$ cat src/rtl/rsc_pkg.sv
// rsc_pkg: shared types and constants for the RSC fetch control path
package rsc_pkg;
  localparam int DATA_W = 16;
  localparam logic [1:0] PC_IDLE  = 2'b00;
  localparam logic [1:0] PC_DRIVE = 2'b01;
  localparam logic [1:0] PC_INC   = 2'b10;
  typedef enum logic [2:0] {
    S_IDLE,
    S_PC_OUT,
    S_MEM_RD,
    S_PC_INC,
    S_DISPATCH
  } state_t;
endpackage

$ cat src/rtl/rsc_timeout_ctr.sv
// rsc_timeout_ctr: wait-cycle counter; tc flags the enabled cycle that reaches LIMIT
module rsc_timeout_ctr #(
  parameter int TO_W  = 4,
  parameter int LIMIT = 15
) (
  input  logic clk,
  input  logic rst,
  input  logic clr,
  input  logic en,
  output logic tc
);
  logic [TO_W-1:0] cnt_q, cnt_d;
  always_comb cnt_d = clr ? '0 : en ? cnt_q + 1'b1 : cnt_q;
  always_ff @(posedge clk) cnt_q <= rst ? '0 : cnt_d;
  assign tc = en && (cnt_q == TO_W'(LIMIT - 1));
endmodule

$ cat src/rtl/rsc_fetch_sequencer.sv
// rsc_fetch_sequencer: drives the PC, reads instruction memory and hands words to execute
module rsc_fetch_sequencer #(
  parameter int DATA_W      = rsc_pkg::DATA_W,
  parameter int ADDR_W      = 16,
  parameter int MEM_TIMEOUT = 15,
  parameter int TO_W        = 4
) (
  input  logic              clk,
  input  logic              rst,
  input  logic              start,
  input  logic              halt,
  output logic [1:0]        pc_enables,
  input  logic [DATA_W-1:0] bus_in,
  output logic              mem_rd,
  output logic [ADDR_W-1:0] mem_addr,
  input  logic [DATA_W-1:0] mem_data,
  input  logic              mem_ready,
  output logic [DATA_W-1:0] instr,
  output logic              instr_valid,
  input  logic              instr_ready,
  output logic [15:0]       fetch_count,
  output logic              busy,
  output logic              mem_fault
);
  import rsc_pkg::*;
  state_t            st_q, st_d;
  logic [ADDR_W-1:0] ar_q, ar_d;
  logic [DATA_W-1:0] ir_q, ir_d;
  logic              iv_q, iv_d, fault_q, fault_d;
  logic [15:0]       fetch_count_q, fetch_count_d;
  logic              in_rd, to_tc;
  assign in_rd = st_q == S_MEM_RD;
  rsc_timeout_ctr #(.TO_W(TO_W), .LIMIT(MEM_TIMEOUT)) u_to (
    .clk (clk),
    .rst (rst),
    .clr (!in_rd || mem_ready),
    .en  (in_rd && !mem_ready),
    .tc  (to_tc)
  );
  always_comb begin
    st_d          = st_q;
    ar_d          = ar_q;
    ir_d          = ir_q;
    iv_d          = iv_q;
    fault_d       = fault_q;
    fetch_count_d = fetch_count_q;
    case (st_q)
      S_IDLE:     st_d = (start && !halt && !fault_q) ? S_PC_OUT : S_IDLE;
      S_PC_OUT: begin
        ar_d = bus_in[ADDR_W-1:0];
        st_d = S_MEM_RD;
      end
      // ready on the terminal wait cycle still wins over the fault
      S_MEM_RD: begin
        if (mem_ready) begin
          ir_d = mem_data;
          st_d = S_PC_INC;
        end else if (to_tc) begin
          fault_d = 1'b1;
          st_d    = S_IDLE;
        end
      end
      S_PC_INC: begin
        iv_d = 1'b1;
        st_d = S_DISPATCH;
      end
      S_DISPATCH: begin
        if (iv_q && instr_ready) begin
          iv_d          = 1'b0;
          fetch_count_d = fetch_count_q + 1'b1;
          st_d          = halt ? S_IDLE : S_PC_OUT;
        end
      end
      default:    st_d = S_IDLE;
    endcase
  end
  always_ff @(posedge clk) begin
    if (rst) begin
      st_q          <= S_IDLE;
      ar_q          <= '0;
      ir_q          <= '0;
      iv_q          <= 1'b0;
      fault_q       <= 1'b0;
      fetch_count_q <= '0;
    end else begin
      st_q          <= st_d;
      ar_q          <= ar_d;
      ir_q          <= ir_d;
      iv_q          <= iv_d;
      fault_q       <= fault_d;
      fetch_count_q <= fetch_count_d;
    end
  end
  assign pc_enables  = st_q == S_PC_OUT ? PC_DRIVE : st_q == S_PC_INC ? PC_INC : PC_IDLE;
  assign mem_rd      = in_rd;
  assign mem_addr    = ar_q;
  assign instr       = ir_q;
  assign instr_valid = iv_q;
  assign fetch_count = fetch_count_q;
  assign busy        = st_q != S_IDLE;
  assign mem_fault   = fault_q;
endmodule
$ cat config.mk
export PLATFORM = sky130hd
export DESIGN_NAME = rsc_fetch_sequencer
export DESIGN_NICKNAME = d
export VERILOG_FILES = /design/src/rtl/rsc_pkg.sv /design/src/rtl/rsc_timeout_ctr.sv /design/src/rtl/rsc_fetch_sequencer.sv
export SDC_FILE = /design/constraint.sdc
export NUM_CORES = 1
export LEC_CHECK = 0
export CAP_MARGIN = 20
export CORE_UTILIZATION = 40
export CTS_BUF_LIST = sky130_fd_sc_hd__clkbuf_8
export CTS_CLUSTER_SIZE = 10
export DETAILED_ROUTE_END_ITERATION = 6
export PLACE_DENSITY = 0.78
export SLEW_MARGIN = 5
export SYNTH_ARGS = -nofsm -noshare
export SYNTH_HDL_FRONTEND = slang
export SYNTH_HIERARCHICAL = 1
export SYNTH_SLANG_ARGS = --single-unit
$ cat constraint.sdc
create_clock -name clk -period 1.75 [get_ports clk]
set_input_delay 0.35 -clock clk [delete_from_list [all_inputs] [get_ports clk]]
set_output_delay 0.35 -clock clk [all_outputs]
set_load 0.01 [all_outputs]
======== Word level (Yosys, flattened, before mapping) ========
Cells that the tools add are included.
word-level totals
  register bits ........................... 57
  input bits .............................. 38
  output and inout port bits .............. 54
operators by class
  add/sub/neg operators ................... 2
  equal/unequal tests ..................... 7
  mux-type cells .......................... 10
  bitwise gates (word level) .............. 1
  reductions and logical operators ........ 19
operators with widths
  operator               number
  $add 16x1->16 const B  1
  $pmux 3 s5             1
  $mux 3                 3
  $reduce_and 2->1       4
  $eq 3x2->1 const B     2
  $logic_and 1x1->1      5
  $add 4x1->4 const B    1
  $eq 4x4->1 const B     1
  $logic_not 1->1        4
  $mux 2                 2
  $eq 3x1->1 const B     1
  $eq 3x3->1 const B     1
  $logic_not 3->1        1
  $mux 1                 3
  $ne 3x2->1 const B     1
  $reduce_and 3->1       1
  $reduce_bool 3->1      1
  $ne 2x2->1 const B     1
  $pmux 1 s2             1
  $reduce_bool 2->1      1
  $reduce_or 2->1        1
  $logic_or 1x1->1       1
  $not 1->1              1

======== Longest topological paths before layout ========
  depth after elaboration ................. 6
  mapped depth ............................ 7
  depth with buffers taken out ............ 7

======== Hierarchy ========
The synthesis kept the hierarchy.
by module, submodules not included
  module               times used  cells an instance  area each (um2)  seq. area each (um2)
  rsc_fetch_sequencer  1           258                2108.3           1061.0
  rsc_timeout_ctr      1           19                 200.2            80.1

======== Worst setup path after synthesis ========
Ideal clock, no wire load.
  kind .................................... register to register
  start point ............................. register st_q[1]
  end point ............................... register st_q[0]
  setup time .............................. 0.095 ns
  arrival ................................. 1.772 ns
  required time ........................... 1.655 ns
  path slack .............................. -0.117 ns
  stages on the path, launching flop included .. 8
  path buffers ............................ 0
  period minus slack after synthesis ...... 1.867 ns
  cells stage by stage .................... dfxtp_1 > nor3b_2 > nand2b_1 > inv_1 > and4_2 > inv_1 > a21o_1 > a221oi_1
on the way
  longest elaborated chain between the ends .. 5
  elaborated cells on any way between the ends .. 11
  classes of those cells .................. eq/ne: 6; mux: 1; reduce/logical: 4
ends and longest elaborated chain
  item                               RTL line                   source
  from (decl)                        rsc_fetch_sequencer.sv:26  state_t st_q, st_d;
  from (signal assigned)             rsc_fetch_sequencer.sv:86  st_q <= st_d;
  $eq 3x2->1                         rsc_fetch_sequencer.sv:32  assign in_rd = st_q == S_MEM_RD;
  via mem_rd                         rsc_fetch_sequencer.sv:14  output logic mem_rd,
  $logic_and 1x1->1                  rsc_fetch_sequencer.sv:37  .en (in_rd && !mem_ready),
  $logic_and 1x1->1                  rsc_timeout_ctr.sv:15      assign tc = en && (cnt_q == TO_W'(LIMIT - 1));
  via to_tc                          rsc_fetch_sequencer.sv:31  logic in_rd, to_tc;
  $ne 3x2->1 (no source line)        -
  $reduce_and 2->1 (no source line)  -
The timed path passes the listed nets, and every way through them passes these cells.
A chain may end at the register's enable or synchronous reset.

======== Final worst setup path ========
  start point ............................. input instr_ready
  end point ............................... register fetch_count_q[9] (netlist: fetch_count[9])
on the way
  longest elaborated chain between the ends .. 2
ends and longest elaborated chain
  item                               RTL line                   source
  from (decl)                        rsc_fetch_sequencer.sv:20  input logic instr_ready,
  $logic_and 1x1->1                  rsc_fetch_sequencer.sv:68  if (iv_q && instr_ready) begin
  $reduce_and 2->1 (no source line)  -
  to (signal assigned)               rsc_fetch_sequencer.sv:91  fetch_count_q <= fetch_count_d;
  to (decl)                          rsc_fetch_sequencer.sv:30  logic [15:0] fetch_count_q, fetch_count_d;
Every way passes these cells.

==> results.md <==
* Status: finished, final reports clean
* Most used DFF post-synth: dfxtp_1
* Vias/cell at 4.99
* Cells after DPL at 449
* Setup total negative slack at 0 ns
* Max-cap violation count at 0
* Syn nets at 318
* Power per cell area at 804 nW/um^2
* Total setup buffers inserted after CTS at 0
* IO Port Bufs at 91
* Yosys synthesis warning count at 6
* Core ar. at 5540 um^2
* CP Capture Type: flip-flop
* Diodes inserted at 0
* Vias in the first global route at 2215
* Final hold vios at 0
* Routed WL at 6000 um
* Design area at 3650 um^2
* Slew Viols, Final at 0
* Synth unique cells at 41
* Sequential share of the synthesized area at 49.4%
* Initial DRC count at 68
* HP Start: rst
* Fin util at 65.9%
* Cell with the most instances after synthesis: nand2_1
* Largest net degree at the start of global routing at 24
* Post-route minimum period at 1.69 ns
* Mapped Area at 2310 um^2
* Worst-margin pin slew at 0.376 ns
* Share of layout cells above drive strength 1 at 13.3%
* Post-Synthesis Cells at 277
* Die Ht at 78.0 um
* Area delta synth->final at 58.1%
* Total gr overflow at 0
* Area leader, netlist: dfxtp_1
* CP Max Fanout at 8
* RR Startpoint: st_q[1]
* CTS clk-pin slew, worst paths at 0.07 ns
* Synth cell count leaders: nand2_1 (74), dfxtp_1 (57), a21oi_1 (43)
* H-tree levels at 3
* # DRC at 0
* Static leakage at 1.29 nW
* Startpoint Class: primary input
* Num CTS Buffers at 9
* CTS max path bufs at 2
* Post-synth EDFFs at 0
* Total track usage at 21.3%
* DRT Pass-1 Iters at 4
* Synth top area cells: dfxtp_1 (49%), nand2_1 (12%), a21oi_1 (9.3%)
* Syn_area_per_cell at 8.33 um^2
* Std cell rows at 27
* Critical path class: primary input to flip-flop
* Cts hold-fix bufs at 0
* Die area at 6080 um^2
* Max Fclk at 591 MHz
* GPL Wtd Cong at 0.758
* First-pass GRT wire length at 9940 um
* CTS tree: yes
* Initial cell density of the core at 41.7%
* Hold slack at 0.395 ns
* Clock sinks at 57
* Critical path arrival at 1.95 ns
* Slew margin rel. at 74.7%
* Req. time, crit path at 2.01 ns
* Maximum VDD drop at 0.607 mV
* Setup-failing EPs final at 0
* # IOs at 92
* Crit share post-route at 96.7%
* Clock latency at the later pin of the worst-skew pair at 0.33 ns
* Die Wd at 78.0 um
* Hold Path Class: primary input to flip-flop
* Placed wire-length estimate at 4210 um
* Seq cells post-synth at 57
* Top-area cell type share of the netlist area at 49.4%
* Clock Tree Root: clkbuf_8
* RSZ-0062 raised after global routing: no
* Fin nets at 429
* Initial antenna violation count at 0
* Fin cells at 464
* WL/cell at 12.9 um
* Total number of vias at 2315
* Crit path launch: instr_ready
* Share of synthesized registers carrying an async set or reset at 0%
* Post-route ant nets at 0
* Clock Skew at 0.00777 ns
* Area post-placement at 3440 um^2
## layer usage
metal / wire length [um] / GRT usage, % / vias up
li1: - / - / 1166
met1: 2440 / 22.5 / 1076
met2: 3040 / 36.7 / 67
met3: 471 / 10.7 / 6
met4: 50 / 6.67 / 0
met5: 0 / 0 / -
## state kept, by name, indices dropped and copies added, names as in the netlist
signal       flops
mem_addr        16
mem_fault        1
instr           16
u_to/cnt_q       4
fetch_count     16
st_q             3
instr_valid      1
## metrics by stage
stage | power (mW) | setup slack (ns)
after CTS | 2.97 | 0.000247
after global routing | 3.07 | 0.00325
after global placement | 1.67 | -0.198
after floorplan | 1.48 | 0.00579
final | 2.93 | 0.0577
after detailed placement | 1.67 | -0.288
## cells in the final DEF, fill, tap and decap left out, drive strengths merged, types with 3 or more instances in the layout
cell           Yosys  final
and4               3      3
or4                5      5
dfxtp             57     57
nor2              13     13
nand4              6      6
clkbuf             9     13
clkdlybuf4s50      0     86
o21ai              4      4
o31ai              5      5
buf                4     24
nor3               6      6
dlygate4sd2        0      3
nor3b              3      3
inv                6      6
nand2             74     74
a21oi             43     43
ha                 3      3
nor4               3      3
nand3              6      6
xnor2              8      8
## repair_timing
| item | 4_1_cts | 5_1_grt |
|---|---|---|
| gates resized for setup | 11 | 2 |
| setup endpoints to repair | 4 | 3 |
| pin swaps | 0 | 1 |
| cloned | 0 | 0 |
## final cells by class
class                           count  area, um^2
Inverter                            7        26.3
Sequential cell                    57        1150
Fill cell                         488        1890
Multi-Input combinational cell    200        1090
Clock buffer                       13         179
Timing Repair Buffer              113        1070
Clock inverter                      2        35.0
Tap cell                           72        90.1
## worst max-delay path: stages
cell and delay, ns:
clkdlybuf4s50_1 0.49, nand3_1 0.09, or2_1 0.31, or4_1 0.53, a21oi_1 0.17
## path summary, 6_finish.rpt
| kind | cells past startpoint | endpoint | slack (ns) |
|---|---|---|---|
| max | 5 | fetch_count[9] | 0.06 |
| min | 2 | mem_addr[7] | 0.40 |
| max reg2reg | 5 | fetch_count[14] | 0.09 |
| min reg2reg | 2 | instr[11] | 0.45 |
## cell families after synthesis
| family | count (synthesis) | share of synthesized area [%] |
|---|---|---|
| buf+inv | 20 | 3.41 |
| simple gates | 129 | 27.6 |
| mux | 1 | 0.488 |
| xor+xnor | 10 | 3.79 |
| compound gates | 57 | 13.7 |
| fa+ha+maj | 3 | 1.63 |
| flops | 57 | 49.4 |
## power by group
group	total [mW]	leakage [nW]	internal (mW)	switching, mW
sequential	1.35	0.463	1.33	0.0202
combinational	0.287	0.719	0.166	0.121
clock	1.30	0.112	0.803	0.497
No activity file was read; power rests on OpenSTA's default activity.
